[config.mk]
export PLATFORM = sky130hd
export DESIGN_NAME = mmio_uart_fifo_ctrl_flat
export DESIGN_NICKNAME = d
export VERILOG_FILES = /design/src/rtl/mmio_uart_fifo_ctrl_if.sv /design/src/rtl/mmio_uart_fifo_ctrl.sv /design/src/flat_wrapper.sv
export SDC_FILE = /design/constraint.sdc
export NUM_CORES = 1
export LEC_CHECK = 0
export CAP_MARGIN = 20
export CORE_ASPECT_RATIO = 0.75
export CORE_MARGIN = 3
export CORE_UTILIZATION = 50
export CTS_BUF_LIST = sky130_fd_sc_hd__clkbuf_16
export CTS_CLUSTER_DIAMETER = 80
export CTS_CLUSTER_SIZE = 25
export DETAILED_ROUTE_END_ITERATION = 7
export PLACE_DENSITY = 0.84
export SETUP_SLACK_MARGIN = 0.05
export SYNTH_ARGS = -nofsm -noshare
export SYNTH_HDL_FRONTEND = slang
export SYNTH_SLANG_ARGS = --single-unit
[constraint.sdc]
create_clock -name clk -period 8 [get_ports clk]
set_input_delay 1.6 -clock clk [delete_from_list [all_inputs] [get_ports clk]]
set_output_delay 1.6 -clock clk [all_outputs]
set_load 0.01 [all_outputs]
[src/rtl/mmio_uart_fifo_ctrl_if.sv]
// mmio_uart_fifo_ctrl_if
//   Bundles the CPU MMIO bus and the UART transmitter/receiver handshakes
//   used by mmio_uart_fifo_ctrl.
//   master : the core/UART side (drives the *_in signals, observes the *_out signals)
//   slave  : the FIFO controller
//   Signals:
//     addr_in, data_in, we_in, re_in : CPU MMIO address, store data and strobes
//     data_reg_out                   : CPU load data
//     uart_tx_data_out/valid_out, uart_tx_ready_in : TX drain handshake
//     uart_rx_data_in/valid_in, uart_rx_ready_out  : RX fill handshake
//     irq_out                        : level interrupt
interface mmio_uart_fifo_ctrl_if #(
  parameter int AWIDTH = 32,
  parameter int DWIDTH = 32
);
  logic [AWIDTH-1:0] addr_in;
  logic [DWIDTH-1:0] data_in;
  logic              we_in;
  logic              re_in;
  logic [DWIDTH-1:0] data_reg_out;
  logic [7:0]        uart_tx_data_out;
  logic              uart_tx_valid_out;
  logic              uart_tx_ready_in;
  logic [7:0]        uart_rx_data_in;
  logic              uart_rx_valid_in;
  logic              uart_rx_ready_out;
  logic              irq_out;

  modport master (
    output addr_in, data_in, we_in, re_in,
    output uart_tx_ready_in, uart_rx_data_in, uart_rx_valid_in,
    input  data_reg_out, uart_tx_data_out, uart_tx_valid_out,
    input  uart_rx_ready_out, irq_out
  );

  modport slave (
    input  addr_in, data_in, we_in, re_in,
    input  uart_tx_ready_in, uart_rx_data_in, uart_rx_valid_in,
    output data_reg_out, uart_tx_data_out, uart_tx_valid_out,
    output uart_rx_ready_out, irq_out
  );
endinterface

[src/rtl/mmio_uart_fifo_ctrl.sv]
// mmio_uart_fifo_ctrl
//   Buffers CPU traffic to and from the UART. CPU stores to TX_DATA fill a TX
//   FIFO that drains into the UART transmitter; bytes from the UART receiver
//   fill an RX FIFO that the CPU pops by loading RX_DATA. A STATUS register
//   exposes fullness, counts and two sticky error flags (RX overflow, TX drop).
//   Ports:
//     clk  : system clock
//     rst  : synchronous active-high reset
//     bus  : mmio_uart_fifo_ctrl_if.slave (CPU MMIO bus + UART handshakes)
//   Optional feature macro: MMIO_UART_FIFO_IRQ_EN
//     defined   -> IRQ_EN register at 0x80000020 and a registered irq_out
//     undefined -> IRQ_EN reads 0, writes ignored, irq_out tied to 0
module mmio_uart_fifo_ctrl #(
  parameter int DEPTH  = 8,
  parameter int AWIDTH = 32,
  parameter int DWIDTH = 32
) (
  input logic                  clk,
  input logic                  rst,
  mmio_uart_fifo_ctrl_if.slave bus
);
  localparam int PW = (DEPTH > 1) ? $clog2(DEPTH) : 1;
  localparam int CW = PW + 1;

  localparam logic [AWIDTH-1:0] ADDR_STATUS  = AWIDTH'(32'h8000_0000);
  localparam logic [AWIDTH-1:0] ADDR_RX_DATA = AWIDTH'(32'h8000_0004);
  localparam logic [AWIDTH-1:0] ADDR_TX_DATA = AWIDTH'(32'h8000_0008);
  localparam logic [AWIDTH-1:0] ADDR_CLEAR   = AWIDTH'(32'h8000_001C);
  localparam logic [AWIDTH-1:0] ADDR_IRQ_EN  = AWIDTH'(32'h8000_0020);

  logic [7:0]    txMem_q [DEPTH];
  logic [7:0]    rxMem_q [DEPTH];
  logic [PW-1:0] txRd_q, txRd_d, txWr_q, txWr_d;
  logic [PW-1:0] rxRd_q, rxRd_d, rxWr_q, rxWr_d;
  logic [CW-1:0] txCount_q, txCount_d, rxCount_q, rxCount_d;
  logic          txDrop_q, txDrop_d, rxOvf_q, rxOvf_d;

  logic hitStatus, hitRxData, hitTxData, hitClear, hitIrqEn;
  logic txFull, txEmpty, rxFull, rxEmpty;
  logic txPush, txPop, rxPush, rxPop, txDropSet, rxOvfSet, clearFlags;
  logic [31:0]       statusWord;
  logic [7:0]        rxHead;
  logic [DWIDTH-1:0] irqRead;
  logic              unusedDataBits;

  assign hitStatus = (bus.addr_in == ADDR_STATUS);
  assign hitRxData = (bus.addr_in == ADDR_RX_DATA);
  assign hitTxData = (bus.addr_in == ADDR_TX_DATA);
  assign hitClear  = (bus.addr_in == ADDR_CLEAR);
  assign hitIrqEn  = (bus.addr_in == ADDR_IRQ_EN);

  // Fullness is taken from the pre-edge counts, so a push into a full FIFO is
  // rejected even when a pop happens in the same cycle.
  assign txFull  = (txCount_q == CW'(DEPTH));
  assign txEmpty = (txCount_q == '0);
  assign rxFull  = (rxCount_q == CW'(DEPTH));
  assign rxEmpty = (rxCount_q == '0);

  assign txPush     = bus.we_in && hitTxData && !txFull;
  assign txDropSet  = bus.we_in && hitTxData && txFull;
  assign txPop      = !txEmpty && bus.uart_tx_ready_in;
  assign rxPush     = bus.uart_rx_valid_in && !rxFull;
  assign rxOvfSet   = bus.uart_rx_valid_in && rxFull;
  assign rxPop      = bus.re_in && hitRxData && !rxEmpty;
  assign clearFlags = bus.we_in && hitClear;

  // Only the low byte of a store is meaningful to this block.
  assign unusedDataBits = ^bus.data_in[DWIDTH-1:8];

  // Next-state for pointers, counts and sticky flags. Set events beat a
  // same-cycle clear so no error is silently lost.
  always_comb begin
    txRd_d    = txRd_q;
    txWr_d    = txWr_q;
    rxRd_d    = rxRd_q;
    rxWr_d    = rxWr_q;
    txCount_d = txCount_q + CW'(txPush) - CW'(txPop);
    rxCount_d = rxCount_q + CW'(rxPush) - CW'(rxPop);
    txDrop_d  = txDrop_q;
    rxOvf_d   = rxOvf_q;
    if (txPush) txWr_d = txWr_q + PW'(1);
    if (txPop)  txRd_d = txRd_q + PW'(1);
    if (rxPush) rxWr_d = rxWr_q + PW'(1);
    if (rxPop)  rxRd_d = rxRd_q + PW'(1);
    if (clearFlags) begin
      txDrop_d = 1'b0;
      rxOvf_d  = 1'b0;
    end
    if (txDropSet) txDrop_d = 1'b1;
    if (rxOvfSet)  rxOvf_d  = 1'b1;
  end

  // Control state register; reset discards everything buffered.
  always_ff @(posedge clk) begin
    if (rst) begin
      txRd_q    <= '0;
      txWr_q    <= '0;
      rxRd_q    <= '0;
      rxWr_q    <= '0;
      txCount_q <= '0;
      rxCount_q <= '0;
      txDrop_q  <= 1'b0;
      rxOvf_q   <= 1'b0;
    end else begin
      txRd_q    <= txRd_d;
      txWr_q    <= txWr_d;
      rxRd_q    <= rxRd_d;
      rxWr_q    <= rxWr_d;
      txCount_q <= txCount_d;
      rxCount_q <= rxCount_d;
      txDrop_q  <= txDrop_d;
      rxOvf_q   <= rxOvf_d;
    end
  end

  // FIFO storage needs no reset: empty FIFOs never expose their contents.
  always_ff @(posedge clk) begin
    if (txPush) txMem_q[txWr_q] <= bus.data_in[7:0];
    if (rxPush) rxMem_q[rxWr_q] <= bus.uart_rx_data_in;
  end

  assign bus.uart_tx_valid_out = !txEmpty;
  assign bus.uart_tx_data_out  = txEmpty ? 8'h00 : txMem_q[txRd_q];
  assign bus.uart_rx_ready_out = 1'b1;
  assign rxHead                = rxEmpty ? 8'h00 : rxMem_q[rxRd_q];

  assign statusWord = {8'h00, 8'(rxCount_q), 8'(txCount_q), 3'b000,
                       txDrop_q, rxOvf_q, txEmpty, !rxEmpty, !txFull};

`ifdef MMIO_UART_FIFO_IRQ_EN
  logic [1:0] irqEn_q, irqEn_d;
  logic       irq_q, irq_d;

  // irq is computed from next state so it rises together with the STATUS bit.
  always_comb begin
    irqEn_d = irqEn_q;
    if (bus.we_in && hitIrqEn) irqEn_d = bus.data_in[1:0];
    irq_d = (irqEn_d[0] && (rxCount_d != '0)) ||
            (irqEn_d[1] && (txCount_d == '0));
  end

  // Interrupt enable and registered interrupt level.
  always_ff @(posedge clk) begin
    if (rst) begin
      irqEn_q <= '0;
      irq_q   <= 1'b0;
    end else begin
      irqEn_q <= irqEn_d;
      irq_q   <= irq_d;
    end
  end

  assign bus.irq_out = irq_q;
  assign irqRead     = DWIDTH'(irqEn_q);
`else
  assign bus.irq_out = 1'b0;
  assign irqRead     = '0;
`endif

  // Combinational load data; unmapped and write-only addresses read 0.
  always_comb begin
    bus.data_reg_out = '0;
    if (hitStatus)      bus.data_reg_out = DWIDTH'(statusWord);
    else if (hitRxData) bus.data_reg_out = DWIDTH'(rxHead);
    else if (hitIrqEn)  bus.data_reg_out = irqRead;
  end
endmodule

[src/flat_wrapper.sv]
// flat-port wrapper written by rule: the top's interface ports become plain ports
module mmio_uart_fifo_ctrl_flat 
#(
  parameter int DEPTH  = 8,
  parameter int AWIDTH = 32,
  parameter int DWIDTH = 32
)
  (clk, rst, bus_addr_in, bus_data_in, bus_we_in, bus_re_in, bus_uart_tx_ready_in, bus_uart_rx_data_in, bus_uart_rx_valid_in, bus_data_reg_out, bus_uart_tx_data_out, bus_uart_tx_valid_out, bus_uart_rx_ready_out, bus_irq_out);
  mmio_uart_fifo_ctrl_if #(.AWIDTH(AWIDTH), .DWIDTH(DWIDTH)) bus_i ();
  input logic clk;
  input logic rst;
  input wire logic [$bits(bus_i.addr_in)-1:0] bus_addr_in;
  input wire logic [$bits(bus_i.data_in)-1:0] bus_data_in;
  input wire logic [$bits(bus_i.we_in)-1:0] bus_we_in;
  input wire logic [$bits(bus_i.re_in)-1:0] bus_re_in;
  input wire logic [$bits(bus_i.uart_tx_ready_in)-1:0] bus_uart_tx_ready_in;
  input wire logic [$bits(bus_i.uart_rx_data_in)-1:0] bus_uart_rx_data_in;
  input wire logic [$bits(bus_i.uart_rx_valid_in)-1:0] bus_uart_rx_valid_in;
  output wire logic [$bits(bus_i.data_reg_out)-1:0] bus_data_reg_out;
  output wire logic [$bits(bus_i.uart_tx_data_out)-1:0] bus_uart_tx_data_out;
  output wire logic [$bits(bus_i.uart_tx_valid_out)-1:0] bus_uart_tx_valid_out;
  output wire logic [$bits(bus_i.uart_rx_ready_out)-1:0] bus_uart_rx_ready_out;
  output wire logic [$bits(bus_i.irq_out)-1:0] bus_irq_out;
  assign bus_i.addr_in = bus_addr_in;
  assign bus_i.data_in = bus_data_in;
  assign bus_i.we_in = bus_we_in;
  assign bus_i.re_in = bus_re_in;
  assign bus_i.uart_tx_ready_in = bus_uart_tx_ready_in;
  assign bus_i.uart_rx_data_in = bus_uart_rx_data_in;
  assign bus_i.uart_rx_valid_in = bus_uart_rx_valid_in;
  assign bus_data_reg_out = bus_i.data_reg_out;
  assign bus_uart_tx_data_out = bus_i.uart_tx_data_out;
  assign bus_uart_tx_valid_out = bus_i.uart_tx_valid_out;
  assign bus_uart_rx_ready_out = bus_i.uart_rx_ready_out;
  assign bus_irq_out = bus_i.irq_out;
  mmio_uart_fifo_ctrl #(.DEPTH(DEPTH), .AWIDTH(AWIDTH), .DWIDTH(DWIDTH)) u_core (.clk(clk), .rst(rst), .bus(bus_i));
endmodule
======== After elaboration in Yosys (flattened, before gate mapping) ========
Memory sizes are Yosys's and may differ from the RTL's. A register that Yosys moved wholly into a read port is not among the register bits.
Index checks and enable logic that the tools add are counted.
storage, ports and cells
  bits in registers ....................... 22
  RAM bits ................................ 128
  input bits .............................. 78
  output and inout port bits .............. 43
  word-level logic and storage cells ...... 56
  memories ................................ 2
memories
  memory          depth  bits a word  read ports  clocked after memory_dff  wr ports  RTL line                   text
  u_core.rxMem_q  8      8            1           1                         1         mmio_uart_fifo_ctrl.sv:32  logic [7:0] rxMem_q [DEPTH];
  u_core.txMem_q  8      8            1           1                         1         mmio_uart_fifo_ctrl.sv:31  logic [7:0] txMem_q [DEPTH];
cells by class
  $add $sub $neg .......................... 8
  eq/ne operators ......................... 6
  mux-type cells .......................... 15
  reduce and logical (&&, ||, !) cells .... 17
operator list
  operator                                      number
  equality test 32 bit (second input constant)  4
  2-to-1 mux 32 bit                             1
  2-to-1 mux 8 bit                              3
  adder 3 x 1 -> 3 bit (second input constant)  4
  2-to-1 mux 3 bit                              4
  logical AND 1 bit                             9
  adder 4 x 1 -> 4 bit                          2
  equality test 4 bit (second input constant)   2
  zero test 4 bit                               2
  subtractor 4 x 1 -> 4 bit                     2
  2-to-1 mux 1 bit                              7
  zero test 1 bit                               4
  nonzero test 2 bit                            2

======== Depth between registers and ports, before layout ========
  word-level depth ........................ 5
  gate-level depth with buffers ........... 14
  mapped depth without buffers ............ 12

======== Worst setup path before layout ========
Ideal clock, no wire load.
  kind .................................... input to output
  start ................................... input bus_addr_in[25]
  end ..................................... output bus_data_reg_out[0]
  arrival ................................. 3.045 ns
  data required time ...................... 6.400 ns
  path slack .............................. 3.355 ns
  stages on the path ...................... 5
  path buffers ............................ 1
  cell sequence ........................... nor4b_1 > nand4_1 > or4_1 > buf_2 > o2bb2ai_1
between the ends
  cells in the longest elaborated chain, start to end .. 3
  elaborated cells between the ends (all ways) .. 4
  those cells by class .................... eq/ne (2); mux (2)
ends and longest elaborated chain
  what                   RTL line                    text
  start: declaration     flat_wrapper.sv:12          input wire logic [$bits(bus_i.addr_in)-1:0] bus_addr_in;
  equality test 32 bit   mmio_uart_fifo_ctrl.sv:47   assign hitRxData = (bus.addr_in == ADDR_RX_DATA);
  2-to-1 mux 8 bit       mmio_uart_fifo_ctrl.sv:164  else if (hitRxData) bus.data_reg_out = DWIDTH'(rxHead);
  2-to-1 mux 32 bit (*)  mmio_uart_fifo_ctrl.sv:163  if (hitStatus) bus.data_reg_out = DWIDTH'(statusWord);
  end: declaration       flat_wrapper.sv:19          output wire logic [$bits(bus_i.data_reg_out)-1:0] bus_data_reg_out;
Every way passes the cells marked *; elsewhere a longest branch is shown, timed or not.

======== Final worst setup path ========
  start ................................... input bus_addr_in[0]
  end ..................................... output bus_data_reg_out[6]
Same word-level chain as after synthesis.

==> flow_summary.ini <==
[critical_path]
cp_cell_sequence = clkdlybuf4s50_1, nor4_4, nand4_2, or4_1, nor2_1, clkdlybuf4s50_1
end_kind = output pin
slowest_stage = or4_1
cp.arrival_ns = 4.32
rrSetupSlack_ns = 5.15
cp.required_ns = 6.40
start_kind = input port
slowest_delay_ns = 0.80
crit_type = input port to output pin
critPathMostFrequentCell = clkdlybuf4s50_1
crit_path_max_fanout = 8

[routing]
vias_per_cell = 5.46
ant_nets = 0
wirelength_mm = 13.4
dr.pass1.iters = 5
drt_iter0_drc = 269
wl_per_cell_um = 19.2
vias = 3805
drc = 0

[place]
dp.final_hpwl_mm = 8.91
place.gp.congestion = 0.845
dpl.cell_count = 660
io_buffer_count = 78

[synthesis]
synth_edf_count = 128
syn_area_sq_um = 6730
synth_cell_types = 46
synth_top_cell_area_share_pct = 57.1
netlist_instances = 426
avgSynthCellArea_sq_um = 15.8
synthTopCellsByCount = edfxtp_1, nor2_1, mux4_2
seq_area_frac_synth_pct = 65.4
ys_ff_latch = 156
yosys_warnings = 0
synthFlopType = edfxtp_1
yosys.area.top_type = edfxtp_1
async_reset_ff_share_pct = 0
yosysMostFrequentCell = edfxtp_1
synthTopCellsByArea = edfxtp_1, mux4_2, dfxtp_1

[global_routing]
grt_max_degree = 29
grt_antenna_before_repair = 0
grt_pass1_wl_mm = 21.2
grt_overflow_total = 0
grt_util_all_layers_pct = 19.0
grt_pass1_vias = 4043

[cells_and_area]
nFillCells = 921
area_growth_pct = 23.8
nets = 608
final_util_pct = 63.8
drive_gt1_share_pct = 17.1
multi_input_area_sq_um = 2100
final-seq-area_sq_um = 4400
diodes = 0
final_cell_count_no_fill = 697

[cts]
hold_buffers = 0
insertion_delay_ns = 0.42
cts.htree.levels = 4
tritoncts = yes
cts_resized = 0
clockRootBuffer = clkbuf_16
cts_sinks = 156
cts.clk_slew.worst_paths_ns = 0.07
cts_buffers = 17
cts_setup_buffers = 0
clockBufferDepth = 2

[die]
pin_count = 121
die_y_um = 106
dieWidth_um = 140
coreArea_sq_um = 13100
rows = 36
start_util_pct = 51.5
die-area_sq_um = 14900

[power_and_ir_drop]
power_w = 0.00224
vdd_drop_max_v = 0.000223
power_switching_share_pct = 25.3
power_frac_seq_pct = 42.4
clock_power_share_pct = 38.1
comb_power_share_pct = 19.5
p_leak_nw = 2.73
intPower_w = 0.00168
powerDensity_nw_per_um2 = 269
p_sw_w = 0.000569

[timing]
fmax_mhz = 169
min_period_ns = 5.92
max-slew-margin-rel_pct = 27.6
setup_viol = 0
timing.hold.ws_ns = 0.486
clock_skew_ns = 0.00940
grt_setup_unrepaired = no
hold_viol = 0
maxSlewViolCount = 0
tns_ns = 0
worst_pin_slew_ns = 1.08
period_share_pct = 74.0

[min_path]
hold_class = flip-flop to flip-flop

[job]
maxCapViolations = 0

[outcome]
status = finished clean
-- stage by stage --
step / worst slack, ns / area (sq um)
finish: 2.08 / 8330
CTS: 2.09 / 8260
global placement: 2.14 / 7620
floorplan: 3.36 / 6790
global route: 1.91 / 8330
detailed placement: 2.10 / 7620
-- sequential cells by signal (all words and copies together), names as in the netlist, named ones only --
signal            count
u_core.rxMem_q       64
u_core.txMem_q       64
u_core.rxCount_q      4
u_core.txCount_q      4
u_core.rxRd_q         3
u_core.rxWr_q         3
u_core.txRd_q         3
u_core.txWr_q         3
u_core.rxOvf_q        1
u_core.txDrop_q       1
-- power by group through the flow --
stage / sequential, W / clock, W / combinational [W]
finish: 0.000951 / 0.000855 / 0.000439
global route: 0.000957 / 0.000902 / 0.000487
CTS: 0.000969 / 0.000866 / 0.000412
detailed placement: 0.000986 / 0 / 0.000408
global placement: 0.000982 / 0 / 0.000385
floorplan: 0.000949 / 0 / 0.000287
-- routing by layer --
layer	share of wire, %	global-route usage [%]	routed length (um)
met2	55	34.3	7300
met5	0	0	0
met4	1.4	6.71	188
met1	39	21.8	5190
met3	5.3	5.04	715
-- worst max-delay path: cells and delay by family --
kind	cells	cell delay, ns
buffers and inverters	2	1.03
AND/OR/NAND/NOR	4	1.70
-- cells by family after synthesis --
family,count (synthesis),synth area share (%)
mux,53,13.9
compound gates,23,2.23
buf+inv,55,4.18
fa+ha+maj,17,3.38
simple gates,112,9.72
xor+xnor,8,1.04
other cells,2,0.112
flops,156,65.4
-- layout make-up --
type,instances,area share [%]
multi-input combinational,231,25.3
inverter,17,0.766
tap,171,2.57
clock inverter,15,2.52
timing repair buffer,90,10.9
clock buffer,17,5.11
sequential,156,52.9
-- final timing paths --
kind / end / from / cells after the start
setup / recovery: bus_data_reg_out[6] / bus_addr_in[0] / 6
hold / removal: u_core.rxOvf_q / u_core.rxOvf_q / 2
setup reg to reg: u_core.rxCount_q[3] / u_core.rxCount_q[2] / 11
hold reg to reg: u_core.rxOvf_q / u_core.rxOvf_q / 2
-- cell usage in the layout, fill, tap and decap left out, drive strengths merged, types with 4 or more instances in the layout --
cell type      count
inv               21
clkdlybuf4s50     78
nand2b             5
nor2              40
bufinv             4
mux2i             18
or4                4
nor4b              5
edfxtp           128
clkbuf            17
o31ai              4
nor3              12
clkinvlp           4
nand2              8
nand3              7
a21oi             10
dfxtp             28
nor4              10
nand4              5
buf               12
xor2               5
ha                15
mux4              32
conb              18
Power figures use the tool's default switching activity.
==> patch: new RTL, same flow settings <==
`DWIDTH` is set to 32 in 3 places; all go to 64.
--- a/src/rtl/mmio_uart_fifo_ctrl_if.sv
+++ b/src/rtl/mmio_uart_fifo_ctrl_if.sv
@@ -13,3 +13,3 @@
   parameter int AWIDTH = 32,
-  parameter int DWIDTH = 32
+  parameter int DWIDTH = 64
 );
--- a/src/rtl/mmio_uart_fifo_ctrl.sv
+++ b/src/rtl/mmio_uart_fifo_ctrl.sv
@@ -15,3 +15,3 @@
   parameter int AWIDTH = 32,
-  parameter int DWIDTH = 32
+  parameter int DWIDTH = 64
 ) (
--- a/src/flat_wrapper.sv
+++ b/src/flat_wrapper.sv
@@ -5,3 +5,3 @@
   parameter int AWIDTH = 32,
-  parameter int DWIDTH = 32
+  parameter int DWIDTH = 64
 )
Interface: changed (resized bus_data_in and bus_data_reg_out); port bits go from 121 to 185. No check against the original RTL was run, so the function may have changed too.
==> patch against the original RTL <==
Final area rose by 1.2%; hold slack better by 7.7 ps; die area rose by 3.4%; sequential cell count did not move; power decreased by 1.6%; synthesized area rose by 3.6%; setup slack got worse by 5.8 ps; sequential share of layout area shrank 0.60 points; routed wire length rose by 3.7%; critical path type unchanged.
==> patch: results (changes against the original RTL) <==
** Place
- Post-DP HPWL :: 9080 um (+1.9%)
- Gp weighted congestion :: 0.814 (-3.7%)
- The pre-CTS setup slack came to 2070 ps (-24.5 ps).
- The cell total after placement came to 693 (+5.0%).

** Setup path
- Crit path DAT :: 4330 ps (about the same)

** Global routing
- The number of global-route vias before repair came to 3927 (-2.9%).
- Met1 layer usage reported by global route :: 0.225 (+0.00660)
- The met2 capacity usage during global routing came to 0.317 (-0.0257).
- The wire length of the first global-routing pass was 20900 um (-1.1%).
- The met3 usage in global routing is 0.0473 (-0.00306).
- The overall fraction of global-route tracks in use is 0.182 (-0.00740).

** Route
- The number of iterations in the first detailed-routing pass came to 4 (-1).
- Met1 wire length :: 5610 um (+8.2%)
- Total detailed-routing wirelength :: 13900 um (+3.7%)
- The violation count after the first detailed-routing iteration came to 310 (+15%).
- The via density per instance is 5.36 (-1.9%).
- The routed length per placed instance is 19.0 um (-1.1%).

** Power and ir drop
- Static Leak :: 2.84 nW (+4.0%)

** Layout
- The count of fill cells added during filler insertion was 941 (+2.2%).
- Share of cells above drive strength 1 :: 0.161 (-0.0104)
- Nets :: 674 (+11%)

** Yosys
- Leading post-synthesis cells by instance count :: edfxtp_1, buf_4, nor2_1, mux4_2, dfxtp_1

** Run status
- The run finished with clean final reports.

** CTS
- CTS Buffer Depth :: 2 (unchanged)

** STA
- Worst Skew :: 10.8 ps (+1.40 ps)
[patch: changes by cell type after synthesis, sizes merged]
cell,change
buf,+32
[patch: layout make-up]
type	count	area (sq um)	share of cell area
sequential	156	4400	0.522
multi-input combinational	263	2220	0.264
timing repair buffer	92	926	0.110
clock buffer	17	425	0.0505
tap	171	214	0.0254
clock inverter	15	171	0.0203
inverter	17	63.8	0.00757
[patch: final timing paths]
path                       startpoint                    to  depth (start not counted)  slack, ps
setup reg to reg  u_core.txCount_q[2]  u_core.txMem_q[2][2]                          7       5260
setup / recovery       bus_addr_in[0]   bus_data_reg_out[2]                          6       2070
hold / removal       u_core.rxWr_q[0]      u_core.rxWr_q[0]                          2        490
hold reg to reg      u_core.rxWr_q[0]      u_core.rxWr_q[0]                          2        490
[patch: logic make-up after synthesis]
kind of cell,Yosys count,share of synthesized area
compound gates,23,0.0215
buf+inv,87,0.0749
xor+xnor,8,0.0101
fa+ha+maj,17,0.0327
other cells,2,0.00108
mux,53,0.134
flops,156,0.632
simple gates,112,0.0939
[patch: critical path, stage by stage]
cell	delay (ps)
clkdlybuf4s50_1	480
nor4_4	390
nand4_2	240
or4_1	750
o22ai_1	270
clkdlybuf4s50_1	590
[patch: report_power, final]
part | switching, mW | leakage [nW] | internal [mW]
Sequential | 0.0326 | 1.38 | 0.918
Clock | 0.323 | 0.293 | 0.490
Combinational | 0.214 | 1.16 | 0.231
Total | 0.570 | 2.84 | 1.64
[patch: per-stage QoR]
stage | hold slack (ps) | area (sq um)
6_report | 494 | 8430
5_1_grt | 523 | 8430
3_5_place_dp | 487 | 7750
4_1_cts | 495 | 8340
2_1_floorplan | 449 | 7150
3_3_place_gp | 468 | 7750
